===== src/rtl/pe_pkg.sv =====
// Shared types and constants for the PE-array scatter path.
package pe_pkg;

   typedef enum logic [1:0] {SC_IDLE, SC_RUN, SC_FIN} scatter_state_e;

   localparam int unsigned PE_LANES       = 33;
   // Lane counts run 1..PE_LANES, so one bit wider than a lane index.
   localparam int unsigned PE_LANE_CNT_W  = $clog2(PE_LANES) + 1;

endpackage


===== src/rtl/pe_scatter_ctrl.sv =====
// Scatter sequencer: steers consecutive stream beats to PE lanes 0..len-1
// for a programmed number of rounds, driving the lane demux one beat per cycle.
module pe_scatter_ctrl
   import pe_pkg::*;
#(
   parameter int DATA_WIDTH = 8,
   parameter int DATA_DEPTH = PE_LANES,
   parameter int SEL_WIDTH  = $clog2(DATA_DEPTH),
   parameter int RND_WIDTH  = 8
) (
   input  logic                  clk,
   input  logic                  rst,
   input  logic                  start,
   input  logic [SEL_WIDTH:0]    cfg_len,
   input  logic [RND_WIDTH-1:0]  cfg_rounds,
   input  logic                  abort,
   input  logic [DATA_WIDTH-1:0] in_data,
   input  logic                  in_valid,
   output logic                  in_ready,
   output logic [DATA_WIDTH-1:0] dmux_data,
   output logic [SEL_WIDTH-1:0]  dmux_sel,
   output logic                  dmux_en,
   output logic [DATA_DEPTH-1:0] lane_we,
   output logic                  busy,
   output logic                  done,
   output logic                  err
);

   scatter_state_e        state_q, state_d;
   logic [SEL_WIDTH:0]    len_q;
   logic [RND_WIDTH-1:0]  rounds_q, rnd_q;
   logic [SEL_WIDTH-1:0]  lane_q;
   logic                  err_q;
   logic [DATA_WIDTH-1:0] dmux_data_q;
   logic [SEL_WIDTH-1:0]  dmux_sel_q;
   logic                  dmux_en_q;

   logic accept, lane_last, last_beat, cfg_bad;

   assign accept    = in_valid && in_ready;
   assign lane_last = {1'b0, lane_q} == (len_q - (SEL_WIDTH+1)'(1));
   assign last_beat = lane_last && (rnd_q == (rounds_q - RND_WIDTH'(1)));
   assign cfg_bad   = (cfg_len == '0) || (cfg_len > (SEL_WIDTH+1)'(DATA_DEPTH))
                      || (cfg_rounds == '0);

   always_ff @(posedge clk) begin
      if (rst) begin
         state_q     <= SC_IDLE;
         len_q       <= '0;
         rounds_q    <= '0;
         rnd_q       <= '0;
         lane_q      <= '0;
         err_q       <= 1'b0;
         dmux_data_q <= '0;
         dmux_sel_q  <= '0;
         dmux_en_q   <= 1'b0;
      end else begin
         state_q   <= state_d;
         dmux_en_q <= accept;
         if (accept) begin
            dmux_data_q <= in_data;
            dmux_sel_q  <= lane_q;
         end
         unique case (state_q)
            SC_IDLE: if (start) begin
               len_q    <= cfg_len;
               rounds_q <= cfg_rounds;
               lane_q   <= '0;
               rnd_q    <= '0;
               err_q    <= cfg_bad;
            end
            SC_RUN: if (abort || (accept && last_beat)) begin
               lane_q <= '0;
               rnd_q  <= '0;
            end else if (accept) begin
               if (lane_last) begin
                  lane_q <= '0;
                  rnd_q  <= rnd_q + RND_WIDTH'(1);
               end else begin
                  lane_q <= lane_q + SEL_WIDTH'(1);
               end
            end
            default: err_q <= 1'b0;
         endcase
      end
   end

   always_comb begin
      state_d = state_q;
      unique case (state_q)
         SC_IDLE: if (start) state_d = cfg_bad ? SC_FIN : SC_RUN;
         SC_RUN:  if (abort || (accept && last_beat)) state_d = SC_FIN;
         SC_FIN:  state_d = SC_IDLE;
         default: state_d = SC_IDLE;
      endcase
   end

   always_comb begin
      busy = 1'b0;
      done = 1'b0;
      err  = 1'b0;
      unique case (state_q)
         SC_RUN:  busy = 1'b1;
         SC_FIN: begin
            done = 1'b1;
            err  = err_q;
         end
         default: ;
      endcase
      // abort blocks the beat offered in the same cycle.
      in_ready = busy && !abort;
   end

   assign dmux_data = dmux_data_q;
   assign dmux_sel  = dmux_sel_q;
   assign dmux_en   = dmux_en_q;
   assign lane_we   = dmux_en_q ? (DATA_DEPTH'(1) << dmux_sel_q) : '0;

endmodule


===== config.mk =====
export PLATFORM = sky130hd
export DESIGN_NAME = pe_scatter_ctrl
export DESIGN_NICKNAME = d
export VERILOG_FILES = /design/src/rtl/pe_pkg.sv /design/src/rtl/pe_scatter_ctrl.sv
export SDC_FILE = /design/constraint.sdc
export NUM_CORES = 1
export LEC_CHECK = 0
export BUFFER_PORTS_ARGS = -buffer_cell sky130_fd_sc_hd__buf_2
export CORE_AREA = 2 2 72 88
export CTS_CLUSTER_SIZE = 24
export DETAILED_ROUTE_END_ITERATION = 7
export DIE_AREA = 0 0 74 90
export GPL_TIMING_DRIVEN = 0
export PLACE_DENSITY = 0.76
export SKIP_CTS_REPAIR_TIMING = 1
export SLEW_MARGIN = 20
export SYNTH_ARGS = -nofsm -noshare
export SYNTH_HDL_FRONTEND = slang
export SYNTH_SLANG_ARGS = --single-unit
export TNS_END_PERCENT = 10

===== constraint.sdc =====
create_clock -name clk -period 2.2 [get_ports clk]
set_clock_uncertainty 0.05 [all_clocks]
set_input_delay 0.44 -clock clk [delete_from_list [all_inputs] [get_ports clk]]
set_output_delay 0.44 -clock clk [all_outputs]
set_load 0.02 [all_outputs]

==> results of run 1 <==
==> final cells by class <==
| cell class | instances | area, um^2 | area share |
|---|---|---|---|
| Multi-Input combinational cell | 290 | 1770 | 0.509 |
| Sequential cell | 47 | 953 | 0.274 |
| Inverter | 10 | 40.0 | 0.0115 |
| Timing Repair Buffer | 82 | 418 | 0.120 |
| Clock buffer | 5 | 68.8 | 0.0198 |
| Tap cell | 82 | 103 | 0.0295 |
| Buffer | 18 | 81.3 | 0.0234 |
| Clock inverter | 3 | 43.8 | 0.0126 |
==> power breakdown <==
| part | switching [mW] | internal (mW) | total (mW) | leakage [nW] |
|---|---|---|---|---|
| sequential | 0.0337 | 0.872 | 0.906 | 0.384 |
| combinational | 0.166 | 0.128 | 0.294 | 0.974 |
| clock | 0.297 | 0.338 | 0.635 | 0.0581 |
==> worst min path at each step <==
stage / endpoint / depth (start not counted)
final: dmux_data[4] / 3
after global routing: dmux_data[3] / 3
after CTS: dmux_data[7] / 3
after detailed placement: dmux_data[7] / 2
after global placement: dmux_data[2] / 2
after floorplan: len_q[5] / 2
==> per-stage QoR <==
step	area [um^2]	cells
CTS	3300	533
global placement	3190	525
detailed placement	3190	525
floorplan	2700	365
finish	3480	537
global route	3480	537
==> cell families (layout without fill, tap and decap cells) <==
| kind of cell | count (synthesis) | in the layout | share of synthesized area |
|---|---|---|---|
| AOI/OAI and AO/OA | 72 | 72 | 0.173 |
| DFF | 47 | 47 | 0.352 |
| buffers and inverters | 28 | 118 | 0.0431 |
| muxes | 1 | 1 | 0.00421 |
| adders and majority gates | 4 | 4 | 0.0187 |
| xor gates and xnor gates | 16 | 16 | 0.0524 |
| and+or+nand+nor | 197 | 197 | 0.356 |
==> synth_stat cells, types with 5 or more instances <==
master / count / area [um^2]
dfxtp_1: 47 / 941
nand3_1: 6 / 30.0
xnor2_1: 9 / 78.8
a21oi_1: 41 / 205
o22ai_1: 5 / 31.3
nor3_1: 20 / 100
nand2_1: 74 / 278
clkbuf_1: 15 / 56.3
and3_1: 6 / 37.5
inv_1: 10 / 37.5
nor2_1: 45 / 169
nand2b_1: 9 / 56.3
xor2_1: 7 / 61.3
nor4_1: 5 / 31.3
==> tightest hold or removal path, cell delays in order <==
cell,delay [ps]
buf_2,100
nand2_1,50
a21oi_1,50
==> layer usage <==
metal  vias to the layer above  routed length [um]  global-route usage
met5                         -                   0                   0
met4                         0                  81              0.0636
met3                         6                 382              0.0247
met2                        89                3500               0.356
met1                      1309                2870               0.237
li1                       1443                   -                   -
==> registers in the layout (all words and copies together), names as in the netlist <==
name	count
dmux_data	8
state_q	2
len_q	7
dmux_en	1
dmux_sel	6
rounds_q	8
err_q	1
lane_q	6
rnd_q	8
==> results.py, run 1 <==
metrics = {
    "worst_setup_path": {
        "slowest_stage": "o31ai_4",
        "crit_type": "reg -> reg",
        "crit_family": "compound AO/OA/AOI/OAI gates",
        "cp.required_ps": 2350,
        "slowest_delay_ps": 370,
        "cp_cell_sequence": "inv_1 -> ha_4 -> buf_4 -> nand4bb_1 -> a211oi_2 -> o311ai_4 -> o31ai_4 -> and2_4 -> nor2_1 -> a211o_1",
        "cp-startpoint": "len_q[1]",
        "cp_data_arrival_time_ps": 2570,
        "rrSetupSlack_ps": -220,
        "endpoint_kind": "flop",
        "cp-endpoint": "rnd_q[4]",
        "crit_cells": 10,
        "ff2ff_path_depth": 10,
        "worstPathMaxFanout": 7,
        "r2r_end": "rnd_q[4]",
        "r2r-start": "len_q[1]",
        "start_kind": "flop",
        "critPathBufInv": 2,
    },
    "pwr": {
        "p_total_mw": 1.84,
        "p_leak_nw": 1.42,
        "p_per_area_mw_per_mm2": 527,
        "irDropWorstVdd_uv": 329,
    },
    "cts": {
        "clock_sinks": 47,
        "clockBufferDepth": 2,
        "clk_pin_slew_ps": 90,
        "htreeDepth": 2,
        "root_buffer": "clkbuf_8",
        "insertion_delay_ps": 300,
        "tritoncts.num_buffers": 5,
        "tritoncts": "yes",
    },
    "placement": {
        "post-place-ws_ps": -403,
        "gp_congestion": 0.837,
        "port_buffers": 78,
        "dp.final_hpwl_um": 5160,
    },
    "cells_and_area": {
        "final_common_cell": "buf_2",
        "layout-drive-gt1-share": 0.284,
        "post-route-util": 0.594,
        "finalNetCount": 486,
        "area_delta_synth_final_pct": 30.2,
        "diodes": 0,
        "fillCellCount": 566,
        "final_cell_mix": "80 x buf_2, 72 x nand2_1, 44 x nor2_1",
    },
    "sta": {
        "fmax_mhz": 413,
        "setup_tns_ps": -1630,
        "worst_pin_slew_ps": 724,
        "fin_crit_ps": 2420,
        "max-slew-margin-rel": 0.514,
        "fin_crit_sh": 1.10,
        "final_max_slew_viol_count": 0,
        "rsz0062_at_grt": "yes",
        "setup_viol": 9,
        "fin_ws_ps": -224,
        "finalHoldViolations": 0,
        "hold_slack_ps": 315,
    },
    "run_status": {
        "violations": "negative setup slack",
        "outcome": "complete, but fails checks",
    },
    "drt": {
        "antenna_left": 0,
        "drtPass1Iterations": 4,
        "wire_per_inst_um": 12.7,
        "wl_um": 6830,
        "remaining_drc_errors": 0,
        "vias": 2847,
        "drt_iter0_markers": 102,
        "viasPerCell": 5.30,
    },
    "synth": {
        "syn_avg_cell_area_um2": 7.32,
        "syn_inst": 365,
        "netlist_area_mm2": 0.00267,
        "synth_flop_cell": "dfxtp_1",
        "yosysSeqAreaShare": 0.352,
        "synth_cell_types": 52,
        "ys.warnings.count": 0,
        "synthArstFlopShare": 0,
        "synth_edf_count": 0,
        "syn_nets": 397,
        "synth-seq-cells": 47,
    },
    "hold_path": {
        "hp-start": "in_data[4]",
        "min_path_type": "in -> reg",
    },
    "floorplanning": {
        "core-area_mm2": 0.00586,
        "pin_count": 80,
        "chipWidth_um": 74,
        "die_h_um": 90,
        "fp.dieArea_mm2": 0.00666,
        "std_cell_rows": 31,
        "initial_utilization": 0.456,
    },
    "grt": {
        "grt-ovfl-total": 0,
        "first_global_vias": 2503,
        "grt_max_degree": 16,
        "track_usage": 0.198,
        "grt_pass1_wl_um": 10900,
        "antenna_found_initial": 0,
    },
    "flow_run": {
        "maxCapViolCount": 0,
    },
}
(Power assumes the default switching activity.)
==> run 2, diff against run 1 <==
--- a/config.mk
+++ b/config.mk
@@ -6,12 +6,12 @@
 export NUM_CORES = 1
 export LEC_CHECK = 0
 export BUFFER_PORTS_ARGS = -buffer_cell sky130_fd_sc_hd__buf_2
-export CORE_AREA = 2 2 72 88
+export CORE_AREA = 2 2 69 84
 export CTS_CLUSTER_SIZE = 24
 export DETAILED_ROUTE_END_ITERATION = 7
-export DIE_AREA = 0 0 74 90
+export DIE_AREA = 0 0 71 86
 export GPL_TIMING_DRIVEN = 0
-export PLACE_DENSITY = 0.76
+export PLACE_DENSITY = 0.79
 export SKIP_CTS_REPAIR_TIMING = 1
 export SLEW_MARGIN = 20
 export SYNTH_ARGS = -nofsm -noshare
==> constraint.sdc (replaced) <==
create_clock -name clk -period 2.73 [get_ports clk]
set_clock_uncertainty 0.05 [all_clocks]
set_input_delay 0.546 -clock clk [delete_from_list [all_inputs] [get_ports clk]]
set_output_delay 0.546 -clock clk [all_outputs]
set_load 0.02 [all_outputs]
==> run 2 against run 1 <==
Highest routed layer unchanged. Via count fell by 1.5%. Power shrank 20%. Critical path type unchanged. The flow now finishes without violations. First-iteration DRC count fell by 2.9%. Register-to-register slack gained 380 ps. Non-clock buffer count shrank 3. Die area fell by 8.3%. Hold slack better by 91 ps.
==> results.py, run 2 (synthesis results as in run 1) <==
metrics = {
    "run_status": {
        "outcome": "completed",
    },
    "drt": {
        "antenna_left": 0,
        "drt_iter0_markers": 99,
        "wl_um": 6450,
        "drtPass1Iterations": 4,
        "vias": 2803,
        "remaining_drc_errors": 0,
        "wire_per_inst_um": 12.6,
        "viasPerCell": 5.45,
    },
    "cts": {
        "root_buffer": "clkbuf_8",
        "tritoncts.num_buffers": 5,
        "htreeDepth": 2,
        "clockBufferDepth": 2,
        "insertion_delay_ps": 310,
        "tritoncts": "yes",
        "clock_sinks": 47,
        "clk_pin_slew_ps": 100,
    },
    "pwr": {
        "p_per_area_mw_per_mm2": 445,
        "irDropWorstVdd_uv": 353,
        "p_sw_frac": 0.270,
        "p_leak_nw": 1.38,
        "combPwrFrac": 0.139,
        "switchingPower_mw": 0.395,
        "clockPowerShare": 0.363,
        "power_frac_seq": 0.499,
        "internal_power_mw": 1.07,
    },
    "grt": {
        "first_global_vias": 2604,
        "grt_pass1_wl_um": 11000,
        "track_usage": 0.216,
        "grt-ovfl-total": 0,
        "grt_max_degree": 17,
        "antenna_found_initial": 0,
    },
    "worst_setup_path": {
        "crit_family": "simple AND/OR/NAND/NOR gates",
        "critPathBufInv": 2,
        "slowest_stage": "or3b_1",
        "cp_data_arrival_time_ps": 2780,
        "endpoint_kind": "flop",
        "start_kind": "flop",
        "slowest_delay_ps": 420,
        "rrSetupSlack_ps": 150,
        "worstPathMaxFanout": 9,
        "cp_cell_sequence": "inv_1 -> ha_1 -> or3b_1 -> o31a_1 -> o211ai_2 -> a311oi_2 -> or3_1 -> buf_6 -> nor4b_2 -> a311o_1",
        "cp.required_ps": 2930,
        "crit_type": "reg -> reg",
    },
    "placement": {
        "dpl_cell_area_mm2": 0.00314,
        "post-place-ws_ps": 49.7,
        "gp_congestion": 0.861,
        "dp.final_hpwl_um": 4960,
        "port_buffers": 78,
    },
    "sta": {
        "setup_viol": 0,
        "fin_ws_ps": 151,
        "max-slew-margin-rel": 0.633,
        "final_max_slew_viol_count": 0,
        "fin_crit_sh": 0.945,
        "setup_tns_ps": 0,
        "rsz0062_at_grt": "yes",
        "worst_pin_slew_ps": 546,
        "finalHoldViolations": 0,
        "fin_crit_ps": 2580,
        "hold_slack_ps": 406,
        "fmax_mhz": 388,
    },
    "floorplanning": {
        "core-area_mm2": 0.00526,
        "pin_count": 80,
        "fp.dieArea_mm2": 0.00611,
        "die_h_um": 86,
        "chipWidth_um": 71,
        "std_cell_rows": 29,
        "initial_utilization": 0.508,
    },
    "cells_and_area": {
        "finalNetCount": 483,
        "diodes": 0,
        "final_common_cell": "buf_2",
        "layout-drive-gt1-share": 0.230,
        "design_area_mm2": 0.00328,
        "area_delta_synth_final_pct": 22.8,
        "final_cell_mix": "80 x buf_2, 73 x nand2_1, 46 x dfxtp_1",
    },
    "hold_path": {
        "min_path_type": "reg -> reg",
    },
    "flow_run": {
        "maxCapViolCount": 0,
    },
}
==> run 2: changes by cell type in the layout (fill, tap and decap cells not counted), moves of 2 or more <==
| cell | before | now |
|---|---|---|
| inv_1 | 7 | 10 |
| buf_4 | 4 | 1 |
| dfxtp_4 | 3 | 0 |
| inv_2 | 2 | 0 |
| ha_4 | 2 | 0 |
| nor4_2 | 0 | 2 |
| nor4_4 | 2 | 0 |
| dfxtp_1 | 43 | 46 |
| ha_1 | 2 | 4 |
==> run 2: final cells by class <==
class	count	area, um^2
plain buffers	18	77.6
clock buffers	5	68.8
clock inverters	3	47.5
fillers	498	1980
inverters	10	37.5
multi-input cells	290	1630
flip-flops and latches	47	942
well taps	62	77.6
repair buffers	79	398
==> run 2: worst paths after layout <==
path | startpoint | to | depth (start not counted)
worst min-delay path | dmux_data[0] | dmux_data[0] | 2
worst max-delay path | rounds_q[0] | rnd_q[3] | 10
worst max register to register | rounds_q[0] | rnd_q[3] | 10
worst min register to register | dmux_data[0] | dmux_data[0] | 2
==> run 2: metal layers <==
metal  part of all wire  global-route usage
met4              0.016              0.0909
met5                  0                   0
met2               0.48               0.372
met3              0.061              0.0423
met1               0.44               0.262
==> run 2: worst min-delay path, stage by stage (launching register included) <==
cell	delay (ps)
dfxtp_1	320
nand2_1	50
a21oi_1	50
==> run 2: power by group through the flow <==
| stage | combinational [mW] | clock (mW) | sequential, mW |
|---|---|---|---|
| 2_1_floorplan | 0.141 | 0 | 0.739 |
| 3_3_place_gp | 0.189 | 0 | 0.742 |
| 3_5_place_dp | 0.196 | 0 | 0.743 |
| 4_1_cts | 0.197 | 0.534 | 0.727 |
| 5_1_grt | 0.230 | 0.562 | 0.732 |
| 6_report | 0.203 | 0.530 | 0.729 |
==> run 2: stage by stage <==
step | utilization | power (mW) | std cells
6_report | 0.624 | 1.46 | 514
3_5_place_dp | 0.597 | 0.938 | 505
4_1_cts | 0.619 | 1.46 | 513
2_1_floorplan | - | 0.879 | 365
5_1_grt | 0.624 | 1.52 | 514
3_3_place_gp | 0.597 | 0.930 | 505
